--- src/rtl/rv32i_regfile_pkg.sv ---
// ============================================================================
// Module   : rv32i_regfile_pkg
// Purpose  : Shared widths and types for the RV32I register file.
// Revision : 1.0 - initial release
// ============================================================================
`default_nettype none

package rv32i_regfile_pkg;

  localparam int XLEN     = 32;
  localparam int NUM_REGS = 32;
  localparam int AW       = $clog2(NUM_REGS);

  typedef logic [XLEN-1:0] word_t;
  typedef logic [AW-1:0]   reg_addr_t;

  localparam reg_addr_t REG_ZERO = '0;

endpackage : rv32i_regfile_pkg

`default_nettype wire

--- src/rtl/rv32i_regfile_rdport.sv ---
// ============================================================================
// Module   : rv32i_regfile_rdport
// Purpose  : Combinational read port; forces x0 to zero and, with
//            WRITE_BYPASS_EN defined, forwards same-cycle write data.
// Revision : 1.0 - initial release
// ============================================================================
`default_nettype none

module rv32i_regfile_rdport
  import rv32i_regfile_pkg::*;
(
  input  logic [AW-1:0]   raddr_i,
  input  word_t           regs_i [1:NUM_REGS-1],
`ifdef WRITE_BYPASS_EN
  input  logic            byp_en_i,
  input  logic [AW-1:0]   byp_addr_i,
  input  logic [XLEN-1:0] byp_data_i,
`endif
  output logic [XLEN-1:0] rdata_o
);

  always_comb begin
    rdata_o = '0;
    if (raddr_i != REG_ZERO) begin
`ifdef WRITE_BYPASS_EN
      if (byp_en_i && (byp_addr_i == raddr_i))
        rdata_o = byp_data_i;
      else
`endif
        rdata_o = regs_i[raddr_i];
    end
  end

endmodule : rv32i_regfile_rdport

`default_nettype wire

--- src/rtl/rv32i_regfile.sv ---
// ============================================================================
// Module   : rv32i_regfile
// Purpose  : 32 x 32-bit RV32I GPR file, two async reads, one sync write.
//            Optional write-through forwarding via macro WRITE_BYPASS_EN.
// Revision : 1.0 - initial release
// ============================================================================
`default_nettype none

module rv32i_regfile
  import rv32i_regfile_pkg::*;
(
  input  logic            clk,
  input  logic            rst,
  input  logic [AW-1:0]   ra1,
  output logic [XLEN-1:0] rd1,
  input  logic [AW-1:0]   ra2,
  output logic [XLEN-1:0] rd2,
  input  logic            write,
  input  logic [AW-1:0]   wa,
  input  logic [XLEN-1:0] wd
);

  // x0 has no storage; the read ports synthesise its zero value.
  word_t regs_q [1:NUM_REGS-1];

  always_ff @(posedge clk or posedge rst) begin
    if (rst) begin
      for (int i = 1; i < NUM_REGS; i++)
        regs_q[i] <= '0;
    end else if (write && (wa != REG_ZERO)) begin
      regs_q[wa] <= wd;
    end
  end

`ifdef WRITE_BYPASS_EN
  logic w_byp_en;
  assign w_byp_en = write && (wa != REG_ZERO);
`endif

  rv32i_regfile_rdport u_rdport1 (
    .raddr_i    (ra1),
    .regs_i     (regs_q),
`ifdef WRITE_BYPASS_EN
    .byp_en_i   (w_byp_en),
    .byp_addr_i (wa),
    .byp_data_i (wd),
`endif
    .rdata_o    (rd1)
  );

  rv32i_regfile_rdport u_rdport2 (
    .raddr_i    (ra2),
    .regs_i     (regs_q),
`ifdef WRITE_BYPASS_EN
    .byp_en_i   (w_byp_en),
    .byp_addr_i (wa),
    .byp_data_i (wd),
`endif
    .rdata_o    (rd2)
  );

endmodule : rv32i_regfile

`default_nettype wire

--- config.mk ---
export PLATFORM = sky130hd
export DESIGN_NAME = rv32i_regfile
export DESIGN_NICKNAME = d
export VERILOG_FILES = /design/src/rtl/rv32i_regfile_pkg.sv /design/src/rtl/rv32i_regfile_rdport.sv /design/src/rtl/rv32i_regfile.sv
export SDC_FILE = /design/constraint.sdc
export NUM_CORES = 2
export LEC_CHECK = 0
export ABC_CLOCK_PERIOD_IN_PS = 43100
export CAP_MARGIN = 20
export CORE_UTILIZATION = 50
export CTS_BUF_LIST = sky130_fd_sc_hd__clkbuf_4
export DETAILED_ROUTE_END_ITERATION = 8
export MAX_ROUTING_LAYER = met4
export PLACE_DENSITY = 0.66
export SLEW_MARGIN = 0
export SYNTH_ARGS = -nofsm -noshare
export SYNTH_HDL_FRONTEND = slang
export SYNTH_SLANG_ARGS = --single-unit
--- constraint.sdc ---
create_clock -name clk -period 43.1 [get_ports clk]
set_input_delay 8.62 -clock clk [delete_from_list [all_inputs] [get_ports clk]]
set_output_delay 8.62 -clock clk [all_outputs]
set_load 0.02 [all_outputs]
# --- Word level (Yosys, flattened, before mapping) ---
# Cells that the tools add are included.
classes:
  magnitude_cmp: 4
  mux: 11
  n_bitwise: 3
  reduce_logical: 5
ops:
  columns: ["cell", "n"]
  rows:
  - ["$bwmux 992", 1]
  - ["$bmux 32 s5", 2]
  - ["$mux 32", 7]
  - ["$demux 32 s5", 1]
  - ["$ge 6x6->1 const B", 3]
  - ["$not 5->6", 3]
  - ["$reduce_bool 5->1", 3]
  - ["$lt 6x1->1 const B", 1]
  - ["$logic_and 1x1->1", 2]
word_totals:
  ff_bits: 992
  input_bits: 50
  out_inout_bits: 64
  elab_cells: 54

# --- Depth between registers and ports, before layout ---
depth:
  depth_word: 6
  ltp_mapped: 9
  ltp_nobuf: 4

# --- Cells and area by module ---
# From an unflattened synthesis, not the netlist that was laid out.
hier_totals:
  cells_unflattened: 4086
  area_unflattened_um2: 53988.0
modules_own_cells:
  columns: ["mod", "instances", "cells_per_inst", "area_each_um2", "seq_area_each_um2"]
  rows:
  - ["rv32i_regfile", 1, 2224, 37156.9, 24823.8]
  - ["rv32i_regfile_rdport", 2, 931, 8415.6, 0.0]

# --- Worst setup path after synthesis ---
# OpenSTA, ideal clock, no wires.
synth_path:
  path_type: "input port to output port"
  startpoint: "in ra1[1]"
  endpoint: "out rd1[23]"
  arrival_ns: 10.247
  required_time_ns: 34.480
  path_slack_ns: 24.233
  cell_stages: 8
  n_path_buf: 4
  cell_sequence: "buf_2 > buf_2 > buf_4 > nand2_2 > clkbuf_1 > o22ai_1 > nor3_1 > nor3_1"
synth_between:
  elab_chain_cells: 5
  word_cells_on_any_way: 6
  classes_between: "mux: 4; bitwise: 1; reduce/logical: 1"
synth_lines:
  columns: ["element", "line_no", "text"]
  rows:
  - ["from (decl)", "rv32i_regfile.sv:14", "input logic [AW-1:0] ra1,"]
  - ["$not 5->6 (implied by the code)", "rv32i_regfile_rdport.sv:30", "rdata_o = regs_i[raddr_i];"]
  - ["$bmux 32 s5", "rv32i_regfile_rdport.sv:30", null]
  - ["$mux 32 (implied by the code) (2 in series)", "rv32i_regfile_rdport.sv:30", null]
  - ["$mux 32 (*)", "rv32i_regfile_rdport.sv:24", "if (raddr_i != REG_ZERO) begin"]
  - ["to (decl)", "rv32i_regfile.sv:15", "output logic [XLEN-1:0] rd1,"]
# Mark *: on every way between the ends. The rest lies on a longest branch, timed or not. The select of a mux whose other input is x is not followed.

# --- Worst setup path after layout ---
layout_path:
  startpoint: "in ra2[2]"
  endpoint: "out rd2[1]"
layout_between:
  elab_chain_cells: 5
  word_cells_on_any_way: 6
  classes_between: "mux: 4; bitwise: 1; reduce/logical: 1"
layout_lines:
  columns: ["element", "line_no", "text"]
  rows:
  - ["from (decl)", "rv32i_regfile.sv:16", "input logic [AW-1:0] ra2,"]
  - ["$not 5->6 (implied by the code)", "rv32i_regfile_rdport.sv:30", null]
  - ["$bmux 32 s5", "rv32i_regfile_rdport.sv:30", null]
  - ["$mux 32 (implied by the code) (2 in series)", "rv32i_regfile_rdport.sv:30", null]
  - ["$mux 32 (*)", "rv32i_regfile_rdport.sv:24", null]
  - ["to (decl)", "rv32i_regfile.sv:17", "output logic [XLEN-1:0] rd2,"]
# Marked as above.

==> run metrics <==
CP Max Fanout=73; wire per inst=30.7 um; Die W=about 330 um; Worst R2R End=regs_q[374]; status=finished, violations left; via count=38.2k; HPWL Detailed=93,700 um; post-route worst setup slack=21.17 ns; failing checks=DRC; gpl congestion=0.831; Die Span Y=329 um; Fillers=between 8k and 9k; placed cell area=55,400 um^2; Worst Hold Endpoint=regs_q[378]; Clock Tree Root=clkbuf_4; Clock transition at path regs=0.06 ns; registers with the most flip-flops=regs_q (992); deepest clock path buffer count=4; Area Overhead vs Synth=10.5%; Cell Area, Synth=~54,000 um^2; setup TNS=0 ns; drt first pass iters=9; worst r2r src=regs_q[374]; HP Class=flop to flop; period utilization=0.509; TritonCTS clock tree=yes; Core Box Area=106,000 um^2; NumNets Final=between 4k and 5k; Post-CTS Setup Repair Bufs=0; full die area=108,000 um^2; skew final=0 ns; first-pass GRT wire length=about 260,000 um; FF+latch count, synth=992; hold path start=regs_q[378]; Setup Viol. Count Final=0; vias in the first global route=38.5k; max_slew headroom=0.219; distinct cell type count of the synthesized netlist=37; total power=approximately 2.7 mW; Setup CP Type=primary input to primary output; IO Pins=114; largest cells by area after synthesis=dfrtp_1 46%, mux2_2 23%, mux2i_1 11%, mux4_2 6.1%, o22ai_1 3.0%; Max Cap Violations=0; WL final=175,000 um; Ys Warns=0; drt drc=22; clk sink count=992; clock latency on the worst-skew pair=1.16 ns; PwrDens=around 45 nW/um^2; fin. max-slew vios=0; Worst R2R Path Depth=1; Net Count, Synth=around 4k; RSZ-0062 raised after global routing=false; Avg Inst Size Synth=roughly 13 um^2; max reg flops=992; GRT overflow=0; dpl ws=21.31 ns; flop2flop setup slack=42.28 ns; vias per inst=about 6.7; hold depth=1; H-tree depth reported by CTS=5; Leakage=26.6 nW; crit end category=primary output; CTS Hold Bufs=0; antenna viol nets, final=0; Seq/Total Area, Yosys=0.464; total track usage=0.334; Final min period=21.93 ns; Row Count=about 120; Worst-Margin Slew=1.16 ns; First DRT Iteration DRCs=3,727; Worst Path Required=34.48 ns; layout cells sized above 1=0.421; instance count of the mapped netlist=4,058; Worst Setup Start Kind=primary input; Largest Register=regs_q; Final Cell Area=between 50,000 and 60,000 um^2; largest net degree at the start of global routing=160; Max IR drop VDD=roughly 0.000025 V; fin util=0.559; leading area contributor after synthesis=dfrtp_1; CTS resizes=0; CTS Buf Count=286; crit path DAT=roughly 13 ns; Initial Utilization=0.506; initial antenna violation count=4; Fmax=approximately 46 MHz; final hold vios=0; port bufs=113; Synth top area share=0.464
## cells by family after synthesis
| group | count (synthesis) | share of synthesized area |
|---|---|---|
| muxes | 1867 | 0.409 |
| AOI/OAI and AO/OA | 453 | 0.0604 |
| DFF | 992 | 0.464 |
| and+or+nand+nor | 318 | 0.0293 |
| buffers and inverters | 428 | 0.0370 |
## worst max-delay path, cell delays in order
cell             delay (ns)
buf_6                  0.60
buf_4                  0.77
nand2b_4               0.67
buf_4                  0.68
a211o_1                0.19
a41oi_1                0.13
a211oi_1               0.77
clkdlybuf4s50_1        0.76
## power by group
| group | total (mW) | internal (mW) | switching [mW] |
|---|---|---|---|
| Clock | 0.852 | 0.451 | 0.401 |
| Sequential | 1.25 | 1.11 | 0.138 |
| Combinational | 0.576 | 0.317 | 0.259 |
## per-layer routing
metal / track usage / up-vias / wire, um
met1: 0.461 / 20100 / 75100
li1: - / 15700 / -
met4: 0.121 / 0 / 5680
met2: 0.477 / 1898 / 77300
met5: - / - / 0
met3: 0.0826 / 406 / 16800
## stage by stage
stage	hold slack, ns	instances
floorplan	0.479	4058
global placement	0.492	5216
detailed placement	0.502	5219
CTS	0.515	5682
global route	0.527	5702
finish	0.512	5706
## cell type report
class / instances / area (um^2) / share of cell area
Antenna cell: 11 / 27.5 / 0.000466
Clock buffer: 411 / 3090 / 0.0522
Clock inverter: 52 / 275 / 0.00466
Inverter: 3 / 18.8 / 0.000318
Multi-Input combinational cell: 2638 / 27000 / 0.456
Sequential cell: 992 / 24800 / 0.420
Tap cell: 1391 / 1740 / 0.0295
Timing Repair Buffer: 208 / 2160 / 0.0365
## cell usage after synthesis, drive strengths merged
library cell,n
a221oi,22
a22oi,2
and3,1
o22ai,256
mux2i,604
nor2,18
or2,4
buf,214
or3b,1
mux2,1118
mux4,145
nand3,5
a211oi,22
clkbuf,211
nand2,74
a32oi,31
nor3,171
a31oi,21
a21oi,31
inv,3
nor3b,5
and3b,2
a211o,2
nor2b,6
nand2b,26
and2,1
dfrtp,992
a41oi,2
a221o,64
nand3b,4
## worst max path at each step
stage / to / cells past startpoint / startpoint
6_report: rd2[1] / 8 / ra2[2]
5_1_grt: rd2[1] / 8 / ra2[2]
4_1_cts: rd2[1] / 8 / ra2[2]
3_5_place_dp: rd2[1] / 8 / ra2[2]
3_3_place_gp: rd2[1] / 8 / ra2[2]
2_1_floorplan: regs_q[0] / 1 / rst
## cells in the final DEF, fill, tap and decap left out, types with 21 or more instances in the layout
cell,n
a21oi_1,31
buf_4,76
a211oi_1,22
nor3_1,171
o22ai_1,256
dfrtp_1,992
mux2i_1,604
mux2_1,32
clkbuf_4,412
a221o_1,64
mux4_2,145
nand2b_1,21
a32oi_1,31
clkinv_1,43
clkdlybuf4s50_1,104
a31oi_1,21
nand2_1,54
mux2_2,1086
No activity file was read; power rests on OpenSTA's default activity.
